==> config.mk <==
export PLATFORM = sky130hd
export DESIGN_NAME = regfile_write_arbiter_flat
export DESIGN_NICKNAME = d
export VERILOG_FILES = /design/src/rtl/regfile_write_arbiter_if.sv /design/src/rtl/regfile_write_arbiter.sv /design/src/flat_wrapper.sv
export SDC_FILE = /design/constraint.sdc
export NUM_CORES = 1
export LEC_CHECK = 0
export ABC_AREA = 1
export CAP_MARGIN = 15
export CORE_ASPECT_RATIO = 0.8
export CORE_MARGIN = 2
export CORE_UTILIZATION = 25
export CTS_CLUSTER_SIZE = 16
export DETAILED_ROUTE_END_ITERATION = 8
export PLACE_DENSITY = 0.56
export SYNTH_ARGS = -nofsm -noshare
export SYNTH_HDL_FRONTEND = slang
export SYNTH_SLANG_ARGS = --single-unit
==> constraint.sdc <==
create_clock -name CLK -period 4.2 [get_ports CLK]
set_clock_uncertainty 0.15 [all_clocks]
set_input_delay 1.26 -clock CLK [delete_from_list [all_inputs] [get_ports CLK]]
set_output_delay 1.26 -clock CLK [all_outputs]
set_load 0.005 [all_outputs]
==> src/rtl/regfile_write_arbiter_if.sv <==
// ---------------------------------------------------------------------------
// regfile_write_arbiter_if
//   Bundle between the write requesters and the register-file write arbiter.
//   It also carries the register-file write port the arbiter drives.
//
//   Handshake: req[i] is a level request. The requester holds req[i],
//   req_dr[3i+:3] and req_data[DATA_W*i+:DATA_W] stable until it samples
//   ack[i] high at a rising edge. It may drop req[i] at that edge, or keep
//   it high to present its next write. ack[i] is a one-cycle pulse and is
//   only ever high together with LD_REG.
//
//   Signals:
//     req        requester -> arbiter  per-requester write request
//     req_dr     requester -> arbiter  destination register, 3 bits each
//     req_data   requester -> arbiter  write data, DATA_W bits each
//     clear_req  requester -> arbiter  start the R0..R7 clear sequence
//     ack        arbiter -> requester  one-hot grant pulse
//     clear_busy arbiter -> requester  high while the clear is running
//     clear_done arbiter -> requester  one-cycle pulse when the clear ends
//     LD_REG     arbiter -> regfile    write enable
//     DR         arbiter -> regfile    destination register
//     bus        arbiter -> regfile    write data
// ---------------------------------------------------------------------------
interface regfile_write_arbiter_if #(
  parameter int N_REQ  = 3,
  parameter int DATA_W = 16
);
  logic [N_REQ-1:0]        req;
  logic [3*N_REQ-1:0]      req_dr;
  logic [DATA_W*N_REQ-1:0] req_data;
  logic [N_REQ-1:0]        ack;
  logic                    clear_req;
  logic                    clear_busy;
  logic                    clear_done;
  logic                    LD_REG;
  logic [2:0]              DR;
  logic [DATA_W-1:0]       bus;

  modport master (
    output req, req_dr, req_data, clear_req,
    input  ack, clear_busy, clear_done, LD_REG, DR, bus
  );

  modport slave (
    input  req, req_dr, req_data, clear_req,
    output ack, clear_busy, clear_done, LD_REG, DR, bus
  );
endinterface

==> src/rtl/regfile_write_arbiter.sv <==
// ---------------------------------------------------------------------------
// regfile_write_arbiter
//   Round-robin arbiter and sequencer for the single write port of the
//   8x16 register file. It has two states:
//     ARB   - grants one eligible requester per cycle.
//     CLEAR - writes zero to R0..R7 on eight consecutive cycles.
//   All outputs toward the register file and the requesters are registered.
//
//   Ports:
//     CLK         clock, rising edge
//     Reset       synchronous, active-high reset
//     wr          regfile_write_arbiter_if.slave (requests, acks, clear
//                 control, LD_REG/DR/bus)
//     dbg_state_o current FSM state (0 = ARB, 1 = CLEAR)
// ---------------------------------------------------------------------------
module regfile_write_arbiter #(
  parameter int N_REQ  = 3,
  parameter int DATA_W = 16
) (
  input  logic                   CLK,
  input  logic                   Reset,
  regfile_write_arbiter_if.slave wr,
  output logic                   dbg_state_o
);

  localparam int PTR_W = $clog2(N_REQ);

  typedef enum logic {
    ST_ARB   = 1'b0,
    ST_CLEAR = 1'b1
  } state_e;

  state_e              state_q;
  logic [PTR_W-1:0]    ptr_q;
  logic [3:0]          cnt_q;
  logic [N_REQ-1:0]    ack_q;
  logic                ld_q;
  logic [2:0]          dr_q;
  logic [DATA_W-1:0]   bus_q;
  logic                done_q;

  logic [N_REQ-1:0]    elig;
  logic [N_REQ-1:0]    gnt_oh;
  logic                gnt_vld;
  logic [PTR_W-1:0]    gnt_idx;
  logic [2:0]          gnt_dr;
  logic [DATA_W-1:0]   gnt_data;
  logic                arb_now;

  // Round-robin pick. A requester acked this cycle is masked so that a
  // still-held req is not granted twice for the same write. The first pass
  // looks above the pointer. The second pass wraps to the lowest eligible
  // index, which is at or below the pointer whenever the first pass misses.
  always_comb begin
    elig     = wr.req & ~ack_q;
    gnt_vld  = 1'b0;
    gnt_oh   = '0;
    gnt_idx  = '0;
    gnt_dr   = '0;
    gnt_data = '0;
    for (int i = 0; i < N_REQ; i++) begin
      if (!gnt_vld && elig[i] && (i > int'(ptr_q))) begin
        gnt_vld   = 1'b1;
        gnt_oh[i] = 1'b1;
        gnt_idx   = PTR_W'(i);
        gnt_dr    = wr.req_dr[3*i +: 3];
        gnt_data  = wr.req_data[DATA_W*i +: DATA_W];
      end
    end
    for (int i = 0; i < N_REQ; i++) begin
      if (!gnt_vld && elig[i]) begin
        gnt_vld   = 1'b1;
        gnt_oh[i] = 1'b1;
        gnt_idx   = PTR_W'(i);
        gnt_dr    = wr.req_dr[3*i +: 3];
        gnt_data  = wr.req_data[DATA_W*i +: DATA_W];
      end
    end
  end

  // A normal arbitration happens in ARB without a clear request. It also
  // happens on the edge that ends a clear, so the done cycle can carry a write.
  assign arb_now = ((state_q == ST_ARB) && !wr.clear_req) ||
                   ((state_q == ST_CLEAR) && (cnt_q == 4'd8));

  always_ff @(posedge CLK) begin
    if (Reset) begin
      state_q <= ST_ARB;
      ptr_q   <= PTR_W'(N_REQ - 1);
      cnt_q   <= 4'd0;
      ack_q   <= '0;
      ld_q    <= 1'b0;
      dr_q    <= 3'd0;
      bus_q   <= '0;
      done_q  <= 1'b0;
    end else begin
      done_q <= 1'b0;
      if (arb_now) begin
        if (state_q == ST_CLEAR) begin
          state_q <= ST_ARB;
          cnt_q   <= 4'd0;
          done_q  <= 1'b1;
        end
        if (gnt_vld) begin
          ld_q  <= 1'b1;
          dr_q  <= gnt_dr;
          bus_q <= gnt_data;
          ack_q <= gnt_oh;
          ptr_q <= gnt_idx;
        end else begin
          // DR and bus keep their last values while the port is idle.
          ld_q  <= 1'b0;
          ack_q <= '0;
        end
      end else if (state_q == ST_ARB) begin
        // The clear request wins over pending writes. R0 is written on this edge.
        state_q <= ST_CLEAR;
        cnt_q   <= 4'd1;
        ld_q    <= 1'b1;
        dr_q    <= 3'd0;
        bus_q   <= '0;
        ack_q   <= '0;
      end else begin
        ld_q  <= 1'b1;
        dr_q  <= cnt_q[2:0];
        bus_q <= '0;
        ack_q <= '0;
        cnt_q <= cnt_q + 4'd1;
      end
    end
  end

  assign wr.ack        = ack_q;
  assign wr.LD_REG     = ld_q;
  assign wr.DR         = dr_q;
  assign wr.bus        = bus_q;
  assign wr.clear_busy = (state_q == ST_CLEAR);
  assign wr.clear_done = done_q;
  assign dbg_state_o   = (state_q == ST_CLEAR);

endmodule

==> src/flat_wrapper.sv <==
// flat-port wrapper written by rule: the top's interface ports become plain ports
module regfile_write_arbiter_flat 
#(
  parameter int N_REQ  = 3,
  parameter int DATA_W = 16
)
  (CLK, Reset, dbg_state_o, wr_req, wr_req_dr, wr_req_data, wr_clear_req, wr_ack, wr_clear_busy, wr_clear_done, wr_LD_REG, wr_DR, wr_bus);
  regfile_write_arbiter_if #(.N_REQ(N_REQ), .DATA_W(DATA_W)) wr_i ();
  input  logic CLK;
  input  logic Reset;
  output logic dbg_state_o;
  input wire logic [$bits(wr_i.req)-1:0] wr_req;
  input wire logic [$bits(wr_i.req_dr)-1:0] wr_req_dr;
  input wire logic [$bits(wr_i.req_data)-1:0] wr_req_data;
  input wire logic [$bits(wr_i.clear_req)-1:0] wr_clear_req;
  output wire logic [$bits(wr_i.ack)-1:0] wr_ack;
  output wire logic [$bits(wr_i.clear_busy)-1:0] wr_clear_busy;
  output wire logic [$bits(wr_i.clear_done)-1:0] wr_clear_done;
  output wire logic [$bits(wr_i.LD_REG)-1:0] wr_LD_REG;
  output wire logic [$bits(wr_i.DR)-1:0] wr_DR;
  output wire logic [$bits(wr_i.bus)-1:0] wr_bus;
  assign wr_i.req = wr_req;
  assign wr_i.req_dr = wr_req_dr;
  assign wr_i.req_data = wr_req_data;
  assign wr_i.clear_req = wr_clear_req;
  assign wr_ack = wr_i.ack;
  assign wr_clear_busy = wr_i.clear_busy;
  assign wr_clear_done = wr_i.clear_done;
  assign wr_LD_REG = wr_i.LD_REG;
  assign wr_DR = wr_i.DR;
  assign wr_bus = wr_i.bus;
  regfile_write_arbiter #(.N_REQ(N_REQ), .DATA_W(DATA_W)) u_core (.CLK(CLK), .Reset(Reset), .wr(wr_i), .dbg_state_o(dbg_state_o));
endmodule
==> out/results.ini, run 1 <==
[run_status]
status = finished, final reports clean

[grt]
grt_max_degree = 27
gr-total-overflow = 0
grt_pass1_wl_mm = 11.0
grt_usage = 0.151
antenna_found_initial = 0
grt_pass1_vias = 2247

[clock_tree]
htreeDepth = 2
cts_tree = yes
postCtsResizedCells = 0
cts_hold_buf = 0
cts.clk_slew.worst_paths_ns = 0.06
clockRootBuffer = clkbuf_8
ctsLongestPathBuffers = 2
clock_latency_ns = 0.28
postCtsSetupBuffers = 0
cts.sinks = 31
numCtsBuffers = 5

[placed_design]
place_ws_ns = 0.724
globalplace.congestion = 0.772
dp_hpwl_mm = 5.10
io_buffers = 88

[detailed_routing]
ant_nets = 0
drc = 0
vias = 2355
viasPerCell = 4.47
drtIter0Drc = 138
avgRoutedWirePerCell_um = 13.0
drt_wl_total_mm = 6.87
first_pass_iters = 4

[layout]
seq_area_um2 = 621
syn_to_final_growth_pct = 49.1
antenna_cells = 0
layout_common_cells = 88 x nand2_1, 88 x clkdlybuf4s50_1, 50 x nor2_1, 43 x inv_1, 31 x dfxtp_1
drive_gt1_frac = 0.0716
filler_cell_count = 847
finish.net_count = 483
multi_input_comb_area_mm2 = 0.00118
fin_util = 0.388

[power_and_ir_drop]
powerDensity_mw_per_mm2 = 297
total_power_mw = 0.918
cellLeakagePower_nw = 1.38
vdd_ir_drop_max_v = 0.000126

[logic_synthesis]
syn_inst = 336
synth-seq-cells = 31
ys_seq_area_frac = 0.299
avgSynthCellArea_um2 = 6.18
syn-num-nets = 401
synth-warning-count = 0
ys_types = 26
syn_area_mm2 = 0.00208

[floorplan]
start_util = 0.260
io_pins = 89
dieArea_mm2 = 0.00905
rows = 29
core-area_mm2 = 0.00798
die_x_um = 106
die_h_um = 85.5

[worst_setup_path]
reg2reg_to = u_core.wr.DR[1]$_SDFFE_PP0P_
endpoint_kind = flip-flop
cp-start-kind = input pin
worstPathArrival_ns = 3.22
critPathCapture = u_core.wr.DR[1]$_SDFFE_PP0P_
cp_max_fo = 13
regToRegSetupSlack_ns = 2.16
cp-startpoint = wr_req[2]
reg2reg_from = u_core.wr.ack[2]$_SDFF_PP0_
cp_data_required_time_ns = 4.26
critical_path_class = input pin to flip-flop
worstRegToRegCells = 9

[sta]
max_slew_margin = 0.500
hold_viol = 0
fin_setup_tns_ns = 0
finalCritPeriodShare = 0.753
finalMaxSlewViolations = 0
tightest_slew_ns = 0.750
fmax_ghz = 0.316
min_period_ns = 3.16
rsz0062_at_grt = no
setup_violations = 0
worst_slack_ns = 1.04

[min_path]
min_path_type = flip-flop to flip-flop

[job]
maxCapViolations = 0

state kept, by name, summed over array words and instances, names as in the netlist:
signal / flops
u_core.wr.bus: 16
u_core.wr.clear_done: 1
u_core.cnt_q: 4
u_core.wr.DR: 3
u_core.dbg_state_o: 1
u_core.wr.LD_REG: 1
u_core.ptr_q: 2
u_core.wr.ack: 3
layer usage:
metal / up-vias / wire length [µm] / global-route usage
met5: - / 0 / 0
met4: 0 / 50 / 0.0371
met1: 1047 / 3270 / 0.207
met3: 9 / 516 / 0.0388
met2: 85 / 3030 / 0.239
li1: 1214 / - / -
worst min-delay path by stage:
stage / slack (ns) / start / endpoint / cells after the start
after floorplan: 0.29 / u_core.cnt_q[3]$_SDFFE_PP0P_ / u_core.cnt_q[3]$_SDFFE_PP0P_ / 2
after global placement: 0.30 / u_core.cnt_q[3]$_SDFFE_PP0P_ / u_core.cnt_q[3]$_SDFFE_PP0P_ / 2
after detailed placement: 0.31 / u_core.cnt_q[3]$_SDFFE_PP0P_ / u_core.cnt_q[3]$_SDFFE_PP0P_ / 2
after CTS: 0.32 / u_core.cnt_q[3]$_SDFFE_PP0P_ / u_core.cnt_q[3]$_SDFFE_PP0P_ / 2
after global routing: 0.35 / u_core.wr.bus[9]$_SDFFE_PP0P_ / u_core.wr.bus[9]$_SDFFE_PP0P_ / 2
final: 0.32 / u_core.cnt_q[3]$_SDFFE_PP0P_ / u_core.cnt_q[3]$_SDFFE_PP0P_ / 2
area by class of cell:
cell class                      instances  area share
Clock buffer                            8      0.0323
Multi-Input combinational cell        245       0.382
Timing Repair Buffer                   88       0.285
Tap cell                              108      0.0437
Sequential cell                        31       0.201
Inverter                               47      0.0570
where the power goes:
part | internal, mW | leakage (nW) | switching, mW | total [mW]
registers | 0.319 | 0.254 | 0.0193 | 0.338
clock network | 0.149 | 0.0515 | 0.110 | 0.259
logic | 0.153 | 1.07 | 0.167 | 0.320
cell families after synthesis:
logic type      share of synthesized area
compound gates                      0.130
simple gates                        0.423
flops                               0.299
fa+ha+maj                          0.0121
buf+inv                             0.132
xor+xnor                          0.00422
stage by stage:
stage	cells	hold WS (ns)	area, µm²
global route	527	0.350	3090
floorplan	336	0.294	2080
detailed placement	519	0.313	2990
finish	527	0.317	3090
CTS	527	0.322	3090
global placement	519	0.302	2990
worst max-delay path: stages:
cell             delay, ns
clkdlybuf4s50_1       0.55
nand2_2               0.12
nor2_2                0.48
nand2_1               0.33
o21ai_1               0.19
nor2_1                0.05
nand2_1               0.06
nand2_1               0.05
a21oi_1               0.12
cell usage after synthesis (all sizes together):
| library cell | count | area share |
|---|---|---|
| nand3 | 30 | 0.084 |
| buf | 12 | 0.045 |
| nor2 | 56 | 0.12 |
| a21oi | 27 | 0.065 |
| ha | 2 | 0.012 |
| o211ai | 6 | 0.022 |
| nand2 | 95 | 0.19 |
| inv | 46 | 0.083 |
| xor2 | 1 | 0.0042 |
| o21ai | 18 | 0.043 |
| dfxtp | 31 | 0.30 |
| clkinv | 1 | 0.0018 |
| clkbuf | 1 | 0.0018 |
| nand4 | 4 | 0.019 |
| or2 | 6 | 0.018 |
Note: power is estimated with default switching activity, not from simulation.
==> run 2, diff against run 1 <==
Clock period 4.2 ns to 3.26 ns, I/O delays scaled along.
==> out/results.ini, run 2 (synthesis results as in run 1) <==
[run_status]
status = finished, final reports clean

[floorplan]
die_h_um = 85.5  ; unchanged
die_x_um = 106  ; unchanged
io_pins = 89  ; unchanged
start_util = 0.260  ; unchanged
rows = 29  ; unchanged
dieArea_mm2 = 0.00905  ; unchanged
core-area_mm2 = 0.00798  ; unchanged

[detailed_routing]
first_pass_iters = 5  ; +1
drt_wl_total_mm = 6.77  ; -1.4%
drc = 0  ; unchanged
viasPerCell = 4.39  ; -1.8%
avgRoutedWirePerCell_um = 12.8  ; -2.2%
ant_nets = 0  ; unchanged
vias = 2329  ; -1.1%
drtIter0Drc = 112  ; -19%

[layout]
final_cells = 531  ; +0.76%
finish.net_count = 487  ; +0.83%
syn_to_final_growth_pct = 49.6
largest_register_ffs = 16  ; unchanged
antenna_cells = 0  ; unchanged
drive_gt1_frac = 0.0780  ; +0.00642
layout_common_cells = 88 x nand2_1, 88 x clkdlybuf4s50_1, 50 x nor2_1, 43 x inv_1, 31 x dfxtp_1

[power_and_ir_drop]
cellLeakagePower_nw = 1.39  ; +0.83%
vdd_ir_drop_max_v = 0.000122  ; -3.3%
powerDensity_mw_per_mm2 = 369  ; +25%

[grt]
grtUsageMet1 = 0.214  ; +0.00709
antenna_found_initial = 0  ; unchanged
grt_pass1_vias = 2223  ; -1.1%
grt_usage = 0.152  ; +0.000915
grt.busiest_layer = met2
grt_max_degree = 27  ; unchanged
grt.met3_usage = 0.0342  ; -0.00456
gr-total-overflow = 0  ; unchanged
grt_use_met2 = 0.235  ; -0.00411
grt_pass1_wl_mm = 10.9  ; -0.56%

[worst_setup_path]
worstRegToRegCells = 7  ; -2
cp-start-kind = input pin
cp_data_required_time_ns = 3.29  ; -0.97 ns
endpoint_kind = flip-flop
cp_max_fo = 17  ; +4
worstPathArrival_ns = 2.68  ; -0.54 ns
reg2reg_from = u_core.ptr_q[1]$_SDFFE_PP1P_
critPathCapture = u_core.wr.DR[1]$_SDFFE_PP0P_
reg2reg_to = u_core.wr.DR[1]$_SDFFE_PP0P_
regToRegSetupSlack_ns = 1.32  ; -0.84 ns
critical_path_class = input pin to flip-flop
cp-startpoint = wr_req[1]

[clock_tree]
numCtsBuffers = 5  ; unchanged
cts_tree = yes
htreeDepth = 2  ; unchanged
clock_latency_ns = 0.29  ; about the same
clockRootBuffer = clkbuf_8
postCtsResizedCells = 0  ; unchanged
cts.clk_slew.worst_paths_ns = 0.07  ; about the same
cts.sinks = 31  ; unchanged
postCtsSetupBuffers = 0  ; unchanged
ctsLongestPathBuffers = 2  ; unchanged
cts_hold_buf = 0  ; unchanged

[sta]
fmax_ghz = 0.377
finalCritPeriodShare = 0.815
min_period_ns = 2.66
tightest_slew_ns = 0.625  ; -0.125 ns
max_slew_margin = 0.583  ; +0.0833
setup_violations = 0  ; unchanged
finalMaxSlewViolations = 0  ; unchanged
hold_viol = 0  ; unchanged
holdWs_ns = 0.325  ; +0.00841 ns
rsz0062_at_grt = no
fin_setup_tns_ns = 0  ; unchanged

[min_path]
min_path_type = flip-flop to flip-flop

[placed_design]
dp_cells = 523  ; +0.77%
io_buffers = 88  ; unchanged
dp_hpwl_mm = 5.11  ; +0.33%
globalplace.congestion = 0.807  ; +4.5%

[job]
maxCapViolations = 0  ; unchanged

## run 2: cell types whose count changed in the layout (fill, tap and decap cells not counted)
cell      change
buf_4         +4
clkbuf_8      -2
clkbuf_1      +1
clkinv_2      +1
## run 2: worst min-delay path by stage
| stage | start | cells past startpoint | end | slack, ns |
|---|---|---|---|---|
| after detailed placement | u_core.cnt_q[3]$_SDFFE_PP0P_ | 2 | u_core.cnt_q[3]$_SDFFE_PP0P_ | 0.31 |
| after global placement | u_core.cnt_q[3]$_SDFFE_PP0P_ | 2 | u_core.cnt_q[3]$_SDFFE_PP0P_ | 0.30 |
| after CTS | u_core.cnt_q[3]$_SDFFE_PP0P_ | 2 | u_core.cnt_q[3]$_SDFFE_PP0P_ | 0.32 |
| after floorplan | u_core.cnt_q[3]$_SDFFE_PP0P_ | 2 | u_core.cnt_q[3]$_SDFFE_PP0P_ | 0.29 |
| final | u_core.cnt_q[3]$_SDFFE_PP0P_ | 2 | u_core.cnt_q[3]$_SDFFE_PP0P_ | 0.33 |
| after global routing | u_core.wr.bus[11]$_SDFFE_PP0P_ | 2 | u_core.wr.bus[11]$_SDFFE_PP0P_ | 0.37 |
## run 2: report_power, final
part           total [mW]  internal (mW)  switching (mW)
combinational       0.415          0.201           0.214
clock               0.297          0.150           0.147
sequential          0.435          0.411          0.0239
## run 2: cell type report
cell class	instances	area, µm²
fill	869	4880
multi-input combinational	245	1180
timing repair buffer	92	911
sequential	31	621
inverter	47	176
tap	108	135
clock buffer	7	76.3
clock inverter	1	5.00
## run 2: metrics by stage
| stage | setup WS [ns] | util | power [mW] | cell area (µm²) |
|---|---|---|---|---|
| floorplan | 1.17 | - | 0.679 | 2080 |
| global placement | 0.386 | 0.379 | 0.857 | 3020 |
| detailed placement | 0.309 | 0.379 | 0.857 | 3020 |
| CTS | 0.609 | 0.389 | 1.15 | 3110 |
| global route | 0.443 | 0.389 | 1.23 | 3110 |
| finish | 0.604 | 0.389 | 1.15 | 3110 |
## run 2: routing by layer
metal / routed length, µm / part of all wire / vias to the layer above
met5: 0 / 0 / -
met4: 59 / 0.0087 / 0
met3: 468 / 0.069 / 7
met2: 2920 / 0.43 / 89
met1: 3320 / 0.49 / 1012
li1: - / - / 1221
## run 2: critical path, cell delays in order
cell	delay [ns]
clkdlybuf4s50_1	0.42
inv_1	0.10
nor2_4	0.05
nand2_4	0.20
nand4_4	0.19
nor2_4	0.35
nand2_2	0.14
o21ai_0	0.18
a21oi_1	0.06
